## config.mk

```make
export PLATFORM = sky130hd
export DESIGN_NAME = wrapper_data_req_mc
export DESIGN_NICKNAME = d
export VERILOG_FILES = /design/src/rtl/wrapper_data_req_pkg.sv /design/src/rtl/wrapper_data_req_ch.sv /design/src/rtl/wrapper_data_req_mc.sv
export SDC_FILE = /design/constraint.sdc
export NUM_CORES = 1
export LEC_CHECK = 0
export ABC_AREA = 1
export BUFFER_PORTS_ARGS = -buffer_cell sky130_fd_sc_hd__buf_2
export CORE_AREA = 4 4 41 43
export DETAILED_ROUTE_END_ITERATION = 10
export DIE_AREA = 0 0 45 47
export PLACE_DENSITY_LB_ADDON = 0.05
export SLEW_MARGIN = 20
export SYNTH_ARGS = -nofsm -noshare
export SYNTH_HDL_FRONTEND = slang
export SYNTH_SLANG_ARGS = --single-unit
```

## constraint.sdc

```tcl
create_clock -name hclk -period 1.2 [get_ports hclk]
set_clock_uncertainty 0.05 [all_clocks]
set_input_delay 0.18 -clock hclk [delete_from_list [all_inputs] [get_ports hclk]]
set_output_delay 0.18 -clock hclk [all_outputs]
set_load 0.02 [all_outputs]
```

## src/rtl/wrapper_data_req_pkg.sv

```systemverilog
// Shared types and helpers for the multi-channel AHB data-request wrapper.
package wrapper_data_req_pkg;

  localparam int REGDWIDTH = 32;

  typedef enum logic [1:0] {
    ST_IDLE      = 2'd0,
    ST_ACTIVE    = 2'd1,
    ST_LAST_DATA = 2'd2
  } state_e;

  // Channel-select field width; a single channel still consumes one address bit.
  function automatic int ch_width(input int num_ch);
    return (num_ch > 1) ? $clog2(num_ch) : 1;
  endfunction

endpackage

```

## src/rtl/wrapper_data_req_ch.sv

```systemverilog
// One constructor channel: request FSM plus word counter.
// Optional word-order check enabled by WRAPPER_DATA_REQ_SEQ_CHECK_EN.
module wrapper_data_req_ch
  import wrapper_data_req_pkg::*;
#(
  parameter int CNTW = 4
) (
  input  logic            hclk,
  input  logic            hresetn,
  input  logic            ready_i,
  input  logic            last_hit_i,
  input  logic            wr_i,
  input  logic [CNTW-1:0] word_idx_i,
  input  logic            hreadys_i,
  output logic            data_req_o,
  output logic            packet_done_o,
  output logic            seq_err_o
);

  state_e            state_q, state_d;
  logic [CNTW-1:0]   cnt_q, cnt_d;

  always_comb begin
    // NOTE: every signal gets a default first so no path through the case infers a latch.
    state_d       = state_q;
    cnt_d         = cnt_q;
    data_req_o    = 1'b0;
    packet_done_o = 1'b0;
    unique case (state_q)
      ST_IDLE: begin
        data_req_o = ready_i;
        if (ready_i) state_d = ST_ACTIVE;
      end
      ST_ACTIVE: begin
        data_req_o = ready_i & ~last_hit_i;
        if (wr_i) cnt_d = cnt_q + 1'b1;
        if (last_hit_i)    state_d = ST_LAST_DATA;
        else if (!ready_i) state_d = ST_IDLE;
      end
      ST_LAST_DATA: begin
        if (hreadys_i) begin
          packet_done_o = 1'b1;
          state_d       = ST_IDLE;
          cnt_d         = '0;
        end
      end
      default: state_d = ST_IDLE;
    endcase
    // In reset the request behaves as from IDLE and a pending packet is abandoned.
    if (!hresetn) begin
      data_req_o    = ready_i;
      packet_done_o = 1'b0;
    end
  end

  // NOTE: reset is synchronous here, and state registers use non-blocking assignments only.
  always_ff @(posedge hclk) begin
    if (!hresetn) begin
      state_q <= ST_IDLE;
      cnt_q   <= '0;
    end else begin
      state_q <= state_d;
      cnt_q   <= cnt_d;
    end
  end

`ifdef WRAPPER_DATA_REQ_SEQ_CHECK_EN
  logic seq_err_q;

  always_ff @(posedge hclk) begin
    if (!hresetn) seq_err_q <= 1'b0;
    else          seq_err_q <= (state_q == ST_ACTIVE) && wr_i && (word_idx_i != cnt_q);
  end

  assign seq_err_o = seq_err_q;
`else
  logic unused_word_idx;
  assign unused_word_idx = ^word_idx_i;
  assign seq_err_o       = 1'b0;
`endif

endmodule

```

## src/rtl/wrapper_data_req_mc.sv

```systemverilog
// AHB write decode fanning out to NUM_CH independent data-request channels.
// Word-order checking is built only with WRAPPER_DATA_REQ_SEQ_CHECK_EN.
module wrapper_data_req_mc
  import wrapper_data_req_pkg::*;
#(
  parameter int ADDRWIDTH   = 11,
  parameter int PACKETWIDTH = 512,
  parameter int NUM_CH      = 2
) (
  input  logic                 hclk,
  input  logic                 hresetn,
  input  logic                 hsels,
  input  logic [ADDRWIDTH-1:0] haddrs,
  input  logic [1:0]           htranss,
  input  logic                 hwrites,
  input  logic                 hreadys,
  input  logic [NUM_CH-1:0]    constructor_ready,
  output logic [NUM_CH-1:0]    data_req,
  output logic [NUM_CH-1:0]    packet_done,
  output logic [NUM_CH-1:0]    seq_err
);

  localparam int PBW  = $clog2(PACKETWIDTH / 8);
  localparam int CHW  = ch_width(NUM_CH);
  localparam int CNTW = PBW - 2;

  logic            trans_req;
  logic [CHW-1:0]  ch_idx;
  logic [CNTW-1:0] word_idx;
  logic            unused_bits;

  assign trans_req   = hreadys & hsels & htranss[1] & hwrites;
  assign ch_idx      = haddrs[PBW+CHW-1:PBW];
  assign word_idx    = haddrs[PBW-1:2];
  assign unused_bits = ^{haddrs, htranss[0]};

  // Channel indices >= NUM_CH match no instance and are dropped.
  for (genvar c = 0; c < NUM_CH; c++) begin : g_ch
    logic wr_c;
    logic last_hit_c;

    assign wr_c       = trans_req && (ch_idx == CHW'(c));
    assign last_hit_c = wr_c && (&word_idx);

    wrapper_data_req_ch #(.CNTW(CNTW)) u_ch (
      .hclk          (hclk),
      .hresetn       (hresetn),
      .ready_i       (constructor_ready[c]),
      .last_hit_i    (last_hit_c),
      .wr_i          (wr_c),
      .word_idx_i    (word_idx),
      .hreadys_i     (hreadys),
      .data_req_o    (data_req[c]),
      .packet_done_o (packet_done[c]),
      .seq_err_o     (seq_err[c])
    );
  end

endmodule

```

==> flow_summary.json, run 1 <==
{
  "yosysSeqAreaShare": 0.246,
  "io_pins": 26,
  "synth_mux_area_frac": 0,
  "fin_ws_ns": -0.198,
  "antenna_found_initial": 0,
  "crit_type": "reg -> out",
  "leakage_nw": 0.239,
  "status": "finished with violations",
  "rr_endpoint": "g_ch[0].u_ch.state_q[0]$_SDFFE_PN0P_",
  "clockBufferDepth": 2,
  "core_area_mm2": 0.00130,
  "fmax_ghz": 0.715,
  "hold_class": "in -> reg",
  "hold_buffers": 0,
  "clkTransAtPathRegs_ns": 0.04,
  "crit_path_start_kind": "register",
  "min_from": "constructor_ready[0]",
  "synth_adder_area_share": 0,
  "place_congestion": 0.647,
  "wirelength_um": 879,
  "drc_errors": 0,
  "avgRoutedWirePerCell_um": 9.99,
  "htreeDepth": 1,
  "grt_overflow_total": 0,
  "worstHoldEndpoint": "g_ch[0].u_ch.state_q[0]$_SDFFE_PN0P_",
  "slew_viol_final": 0,
  "clkLatencyLatePin_ns": 0.23,
  "final_common_cell": "buf_2",
  "root_buffer": "clkbuf_4",
  "rsz0062_at_grt": "true",
  "drive_gt1_frac": 0.589,
  "endpoint_kind": "primary output",
  "finalCritPeriodShare": 1.16,
  "start_util": 0.250,
  "layout_common_cells": "12 x buf_2, 11 x buf_4, 6 x nor2_1, 6 x nand2_1, 5 x nand3_1",
  "reg.largest.list": "g_ch.u_ch.state_q x4",
  "synthCells": 50,
  "largest_register": "g_ch.u_ch.state_q",
  "die_w_um": 45,
  "fin_area_um2": 514,
  "port_buffers": 16,
  "synthXorXnorAreaFrac": 0,
  "viasPerCell": 4.33,
  "drt_iter0_drc": 3,
  "drv_cap": 0,
  "netlist_area_um2": 325,
  "grt_max_degree": 11,
  "ys_warn_count": 0,
  "cts.sinks": 4,
  "worstPathMaxFanout": 2,
  "largest_reg_flops": 4,
  "rr_worst_depth": 6,
  "antenna_cells": 0,
  "r2r-start": "g_ch[0].u_ch.state_q[0]$_SDFFE_PN0P_",
  "violations": "negative setup slack",
  "required_ns": 0.97,
  "die_height_um": 47,
  "place_area_um2": 413,
  "syn_to_final_growth_pct": 58.1,
  "grt_pass1_vias": 390,
  "synth_compound_area_frac": 0.123,
  "dieArea_mm2": 0.00212,
  "final.setup.tns_ns": -0.342,
  "synth-simple-area-share": 0.423,
  "cts_tree": "yes",
  "postSynthAreaPerCell_um2": 6.51,
  "synth_top_family_by_area": "simple AND/OR/NAND/NOR gates",
  "hpwl_um": 621,
  "setup_viol": 3,
  "grt_pass1_wl_um": 1410,
  "ant_nets": 0,
  "r2r_slack_ns": 0.08,
  "nNetsFinal": 95,
  "critPathArrivalTime_ns": 1.17,
  "grtUsageTotal": 0.0949,
  "cellPowerDensity_mw_per_mm2": 826,
  "min_period_ns": 1.40,
  "hold-path-cell-count": 3,
  "ys_ff_latch": 4,
  "cts_made_buffers": 3,
  "hold_viol_final": 0,
  "synthDistinctLibCells": 15,
  "num_vias": 381,
  "worst_ir_drop_vdd_mv": 0.437,
  "first_pass_iters": 3,
  "num_rows": 13
}
## worst max-delay path, cell delays in order (launching register included)
cell and delay [ns]:
dfxtp_2 0.32, inv_2 0.04, nor3b_2 0.15, nand2_1 0.11, o21ai_1 0.15, buf_4 0.16
## cell type report
cell class / count / area (um2)
Fill cell: 162 / 787
Multi-Input combinational cell: 36 / 204
Timing Repair Buffer: 25 / 165
Sequential cell: 4 / 85.1
Clock buffer: 3 / 22.5
Inverter: 5 / 18.8
Tap cell: 15 / 18.8
## worst max path at each step
stage / to / start / slack (ns) / depth (start not counted)
after global placement: data_req[1] / g_ch[1].u_ch.state_q[0]$_SDFFE_PN0P_ / 0.05 / 5
after floorplan: data_req[0] / g_ch[0].u_ch.state_q[0]$_SDFFE_PN0P_ / 0.11 / 5
after CTS: data_req[1] / g_ch[1].u_ch.state_q[1]$_SDFFE_PN0P_ / -0.13 / 4
after global routing: data_req[0] / g_ch[0].u_ch.state_q[0]$_SDFFE_PN0P_ / -0.24 / 5
final: data_req[0] / g_ch[0].u_ch.state_q[0]$_SDFFE_PN0P_ / -0.20 / 5
after detailed placement: data_req[1] / g_ch[1].u_ch.state_q[0]$_SDFFE_PN0P_ / 0.06 / 5
## synthesized netlist by cell type
master   number  area share
o21ai_0       2       0.031
nand3_1       6       0.092
dfxtp_1       4        0.25
a21oi_1       4       0.062
conb_1        1       0.012
nor2_4        2       0.069
o21ai_1       2       0.031
nand2_2       2       0.038
nand4_1       2       0.038
buf_4         6        0.14
inv_2         3       0.035
nand2_1       6       0.069
nor2_1        6       0.069
inv_1         2       0.023
nor3b_1       2       0.046
## metrics by stage
stage / hold WS (ns) / cells / util / power (mW) / worst slack (ns)
2_1_floorplan: 0.277 / 51 / - / 0.206 / 0.112
3_3_place_gp: 0.415 / 80 / 0.317 / 0.240 / 0.0478
3_5_place_dp: 0.405 / 80 / 0.317 / 0.239 / 0.0551
4_1_cts: 0.155 / 89 / 0.391 / 0.430 / -0.134
5_1_grt: 0.176 / 88 / 0.395 / 0.456 / -0.239
6_report: 0.173 / 88 / 0.395 / 0.425 / -0.198
## logic make-up (layout without fill, tap and decap cells)
| kind of cell | after synthesis | in the layout |
|---|---|---|
| compound gates | 8 | 8 |
| buf+inv | 11 | 33 |
| flops | 4 | 4 |
| other cells | 1 | 2 |
| simple gates | 26 | 26 |
## power breakdown
part | switching, mW | internal [mW]
clock network | 0.0487 | 0.111
logic | 0.0626 | 0.0595
registers | 0.00297 | 0.140
## metal layers
metal | up-vias | GRT usage | part of all wire
li1 | 203 | - | -
met4 | 0 | 0.0702 | 0
met1 | 165 | 0.0911 | 0.38
met5 | - | 0 | 0
met3 | 0 | 0.0268 | 0.097
met2 | 13 | 0.172 | 0.52
## what timing repair did
item / in CTS / in global routing
gates resized for setup: 11 / 3
endpoints found under the setup margin: 4 / 5
pin swaps: 4 / 5
setup buffers: 6 / 2
(Power assumes the default switching activity.)
==> inputs of run 2 (changes only) <==
--- a/config.mk
+++ b/config.mk
@@ -7,9 +7,12 @@
 export LEC_CHECK = 0
 export ABC_AREA = 1
 export BUFFER_PORTS_ARGS = -buffer_cell sky130_fd_sc_hd__buf_2
-export CORE_AREA = 4 4 41 43
+export CELL_PAD_IN_SITES_DETAIL_PLACEMENT = 1
+export CELL_PAD_IN_SITES_GLOBAL_PLACEMENT = 2
+export CORE_ASPECT_RATIO = 0.7
+export CORE_MARGIN = 4
+export CORE_UTILIZATION = 16
 export DETAILED_ROUTE_END_ITERATION = 10
-export DIE_AREA = 0 0 45 47
 export PLACE_DENSITY_LB_ADDON = 0.05
 export SLEW_MARGIN = 20
 export SYNTH_ARGS = -nofsm -noshare
==> run 2 against run 1 <==
  * The run still ends with negative setup slack left
  * Critical path depth unchanged
  * Wire length increased by 13%
  * Final area increased by 5.6%
  * Fmax increased by 4.8%
  * Sequential cell count unchanged
  * Largest power group unchanged
  * Worst hold slack got worse by 0.0039 ns
  * Power increased by 1.8%
  * Clock power increased by 6%
  * Highest routed layer unchanged
==> flow_summary.json, run 2 (synthesis gave the netlist of run 1 again) <==
{
  "status": "finished with violations",
  "violations": "negative setup slack",
  "grt_pass1_wl_um": 1690,
  "nNetsFinal": 95,
  "hold-path-cell-count": 3,
  "reg.largest.list": "g_ch.u_ch.state_q x4",
  "fin_ws_ns": -0.134,
  "drt_iter0_drc": 1,
  "r2r-start": "g_ch[1].u_ch.state_q[0]$_SDFFE_PN0P_",
  "path_buf_inv": 2,
  "die_height_um": 45.7,
  "cp_top_family": "flip-flops",
  "crit_path_start_kind": "register",
  "cts_tree": "yes",
  "critPathArrivalTime_ns": 1.10,
  "antenna_found_initial": 0,
  "regArea_um2": 85.1,
  "path_cells": "inv_2 -> nor3b_2 -> nand2_1 -> o21ai_2 -> buf_6",
  "worstPathMaxFanout": 2,
  "critPathMaxStageDelay_ns": 0.32,
  "place_area_um2": 429,
  "hold_class": "in -> reg",
  "syn_to_final_growth_pct": 66.9,
  "dpl_worst_slack_ns": 0.0261,
  "grt_pass1_vias": 420,
  "cts.sinks": 4,
  "fin_area_um2": 543,
  "die_w_um": 61.9,
  "crit_type": "reg -> out",
  "largest_reg_flops": 4,
  "drive_gt1_frac": 0.616,
  "first_pass_iters": 2,
  "ant_nets": 0,
  "grt_overflow_total": 0,
  "clkLatencyLatePin_ns": 0.24,
  "num_rows": 13,
  "fmax_ghz": 0.750,
  "crit_path_top_delay_cell": "dfxtp_2",
  "finalCritPeriodShare": 1.11,
  "rsz0062_at_grt": "true",
  "io_pins": 26,
  "dieArea_mm2": 0.00283,
  "layout_common_cells": "12 x buf_2, 8 x buf_4, 6 x nor2_1, 6 x nand2_1, 5 x buf_6",
  "cts_made_buffers": 3,
  "slew_viol_final": 0,
  "min_from": "constructor_ready[0]",
  "final_common_cell": "buf_2",
  "nFillCells": 244,
  "multi_input_area_um2": 213,
  "worstHoldEndpoint": "g_ch[0].u_ch.state_q[0]$_SDFFE_PN0P_",
  "min_period_ns": 1.33,
  "clockBufferDepth": 2,
  "root_buffer": "clkbuf_4",
  "worst_ir_drop_vdd_mv": 0.435,
  "setup_viol": 3,
  "htreeDepth": 1,
  "largest_register": "g_ch.u_ch.state_q",
  "totalPowerFinal_uw": 433,
  "antenna_cells": 0,
  "start_util": 0.172,
  "place_congestion": 0.637,
  "rr_worst_depth": 6,
  "drc_errors": 0,
  "clkTransAtPathRegs_ns": 0.04,
  "core_area_mm2": 0.00189,
  "cp_num_cells": 5,
  "hpwl_um": 782,
  "hold_buffers": 0,
  "endpoint_kind": "primary output",
  "viasPerCell": 4.21,
  "cellPowerDensity_mw_per_mm2": 797,
  "drv_cap": 0,
  "wirelength_um": 996,
  "avgRoutedWirePerCell_um": 10.5,
  "grtUsageTotal": 0.0876,
  "port_buffers": 16,
  "grt_max_degree": 11,
  "r2r_slack_ns": 0.12,
  "num_vias": 400,
  "final.setup.tns_ns": -0.258,
  "required_ns": 0.97,
  "hold_viol_final": 0,
  "leakage_nw": 0.246,
  "rr_endpoint": "g_ch[1].u_ch.state_q[0]$_SDFFE_PN0P_"
}
[run 2: power breakdown]
group          switching (mW)  internal [mW]
Combinational          0.0635         0.0563
Clock                  0.0576          0.112
Sequential            0.00338          0.140
[run 2: cell type report]
class,count,area share
Clock buffer,3,0.0415
Inverter,5,0.0346
Multi-Input combinational cell,36,0.392
Sequential cell,4,0.157
Tap cell,22,0.0507
Timing Repair Buffer,25,0.325
[run 2: routing by layer]
| layer | part of all wire | global-route usage | vias to the layer above |
|---|---|---|---|
| met5 | 0 | 0 | - |
| met4 | 0 | 0.0254 | 0 |
| met3 | 0.13 | 0.0652 | 0 |
| met2 | 0.43 | 0.134 | 16 |
| met1 | 0.43 | 0.0958 | 181 |
| li1 | - | - | 203 |
[run 2: stage by stage]
step,utilization,hold WS [ns],std cells
2_1_floorplan,-,0.277,51
3_3_place_gp,0.227,0.415,88
3_5_place_dp,0.227,0.413,88
4_1_cts,0.291,0.159,98
5_1_grt,0.288,0.168,95
6_report,0.288,0.169,95
[run 2: repair_timing]
| action | CTS | global route |
|---|---|---|
| setup buffers | 8 | 0 |
| setup endpoints to repair | 4 | 5 |
| gates resized for setup | 15 | 5 |
| pin swaps | 5 | 5 |
[run 2: worst max-delay path by stage]
stage	startpoint	slack [ns]	endpoint
after floorplan	g_ch[0].u_ch.state_q[0]$_SDFFE_PN0P_	0.11	data_req[0]
after global placement	g_ch[0].u_ch.state_q[0]$_SDFFE_PN0P_	0.02	data_req[0]
after detailed placement	g_ch[0].u_ch.state_q[0]$_SDFFE_PN0P_	0.03	data_req[0]
after CTS	g_ch[0].u_ch.state_q[0]$_SDFFE_PN0P_	-0.18	data_req[0]
after global routing	g_ch[1].u_ch.state_q[0]$_SDFFE_PN0P_	-0.24	data_req[1]
final	g_ch[0].u_ch.state_q[0]$_SDFFE_PN0P_	-0.13	data_req[0]
[run 2: worst register-to-register path: cells and delay by family (launching register included)]
| kind | cells | cell delay [ns] |
|---|---|---|
| AND/OR/NAND/NOR | 2 | 0.22 |
| flip-flops | 1 | 0.33 |
| AO/OA/AOI/OAI | 1 | 0.11 |
| buffers and inverters | 3 | 0.29 |
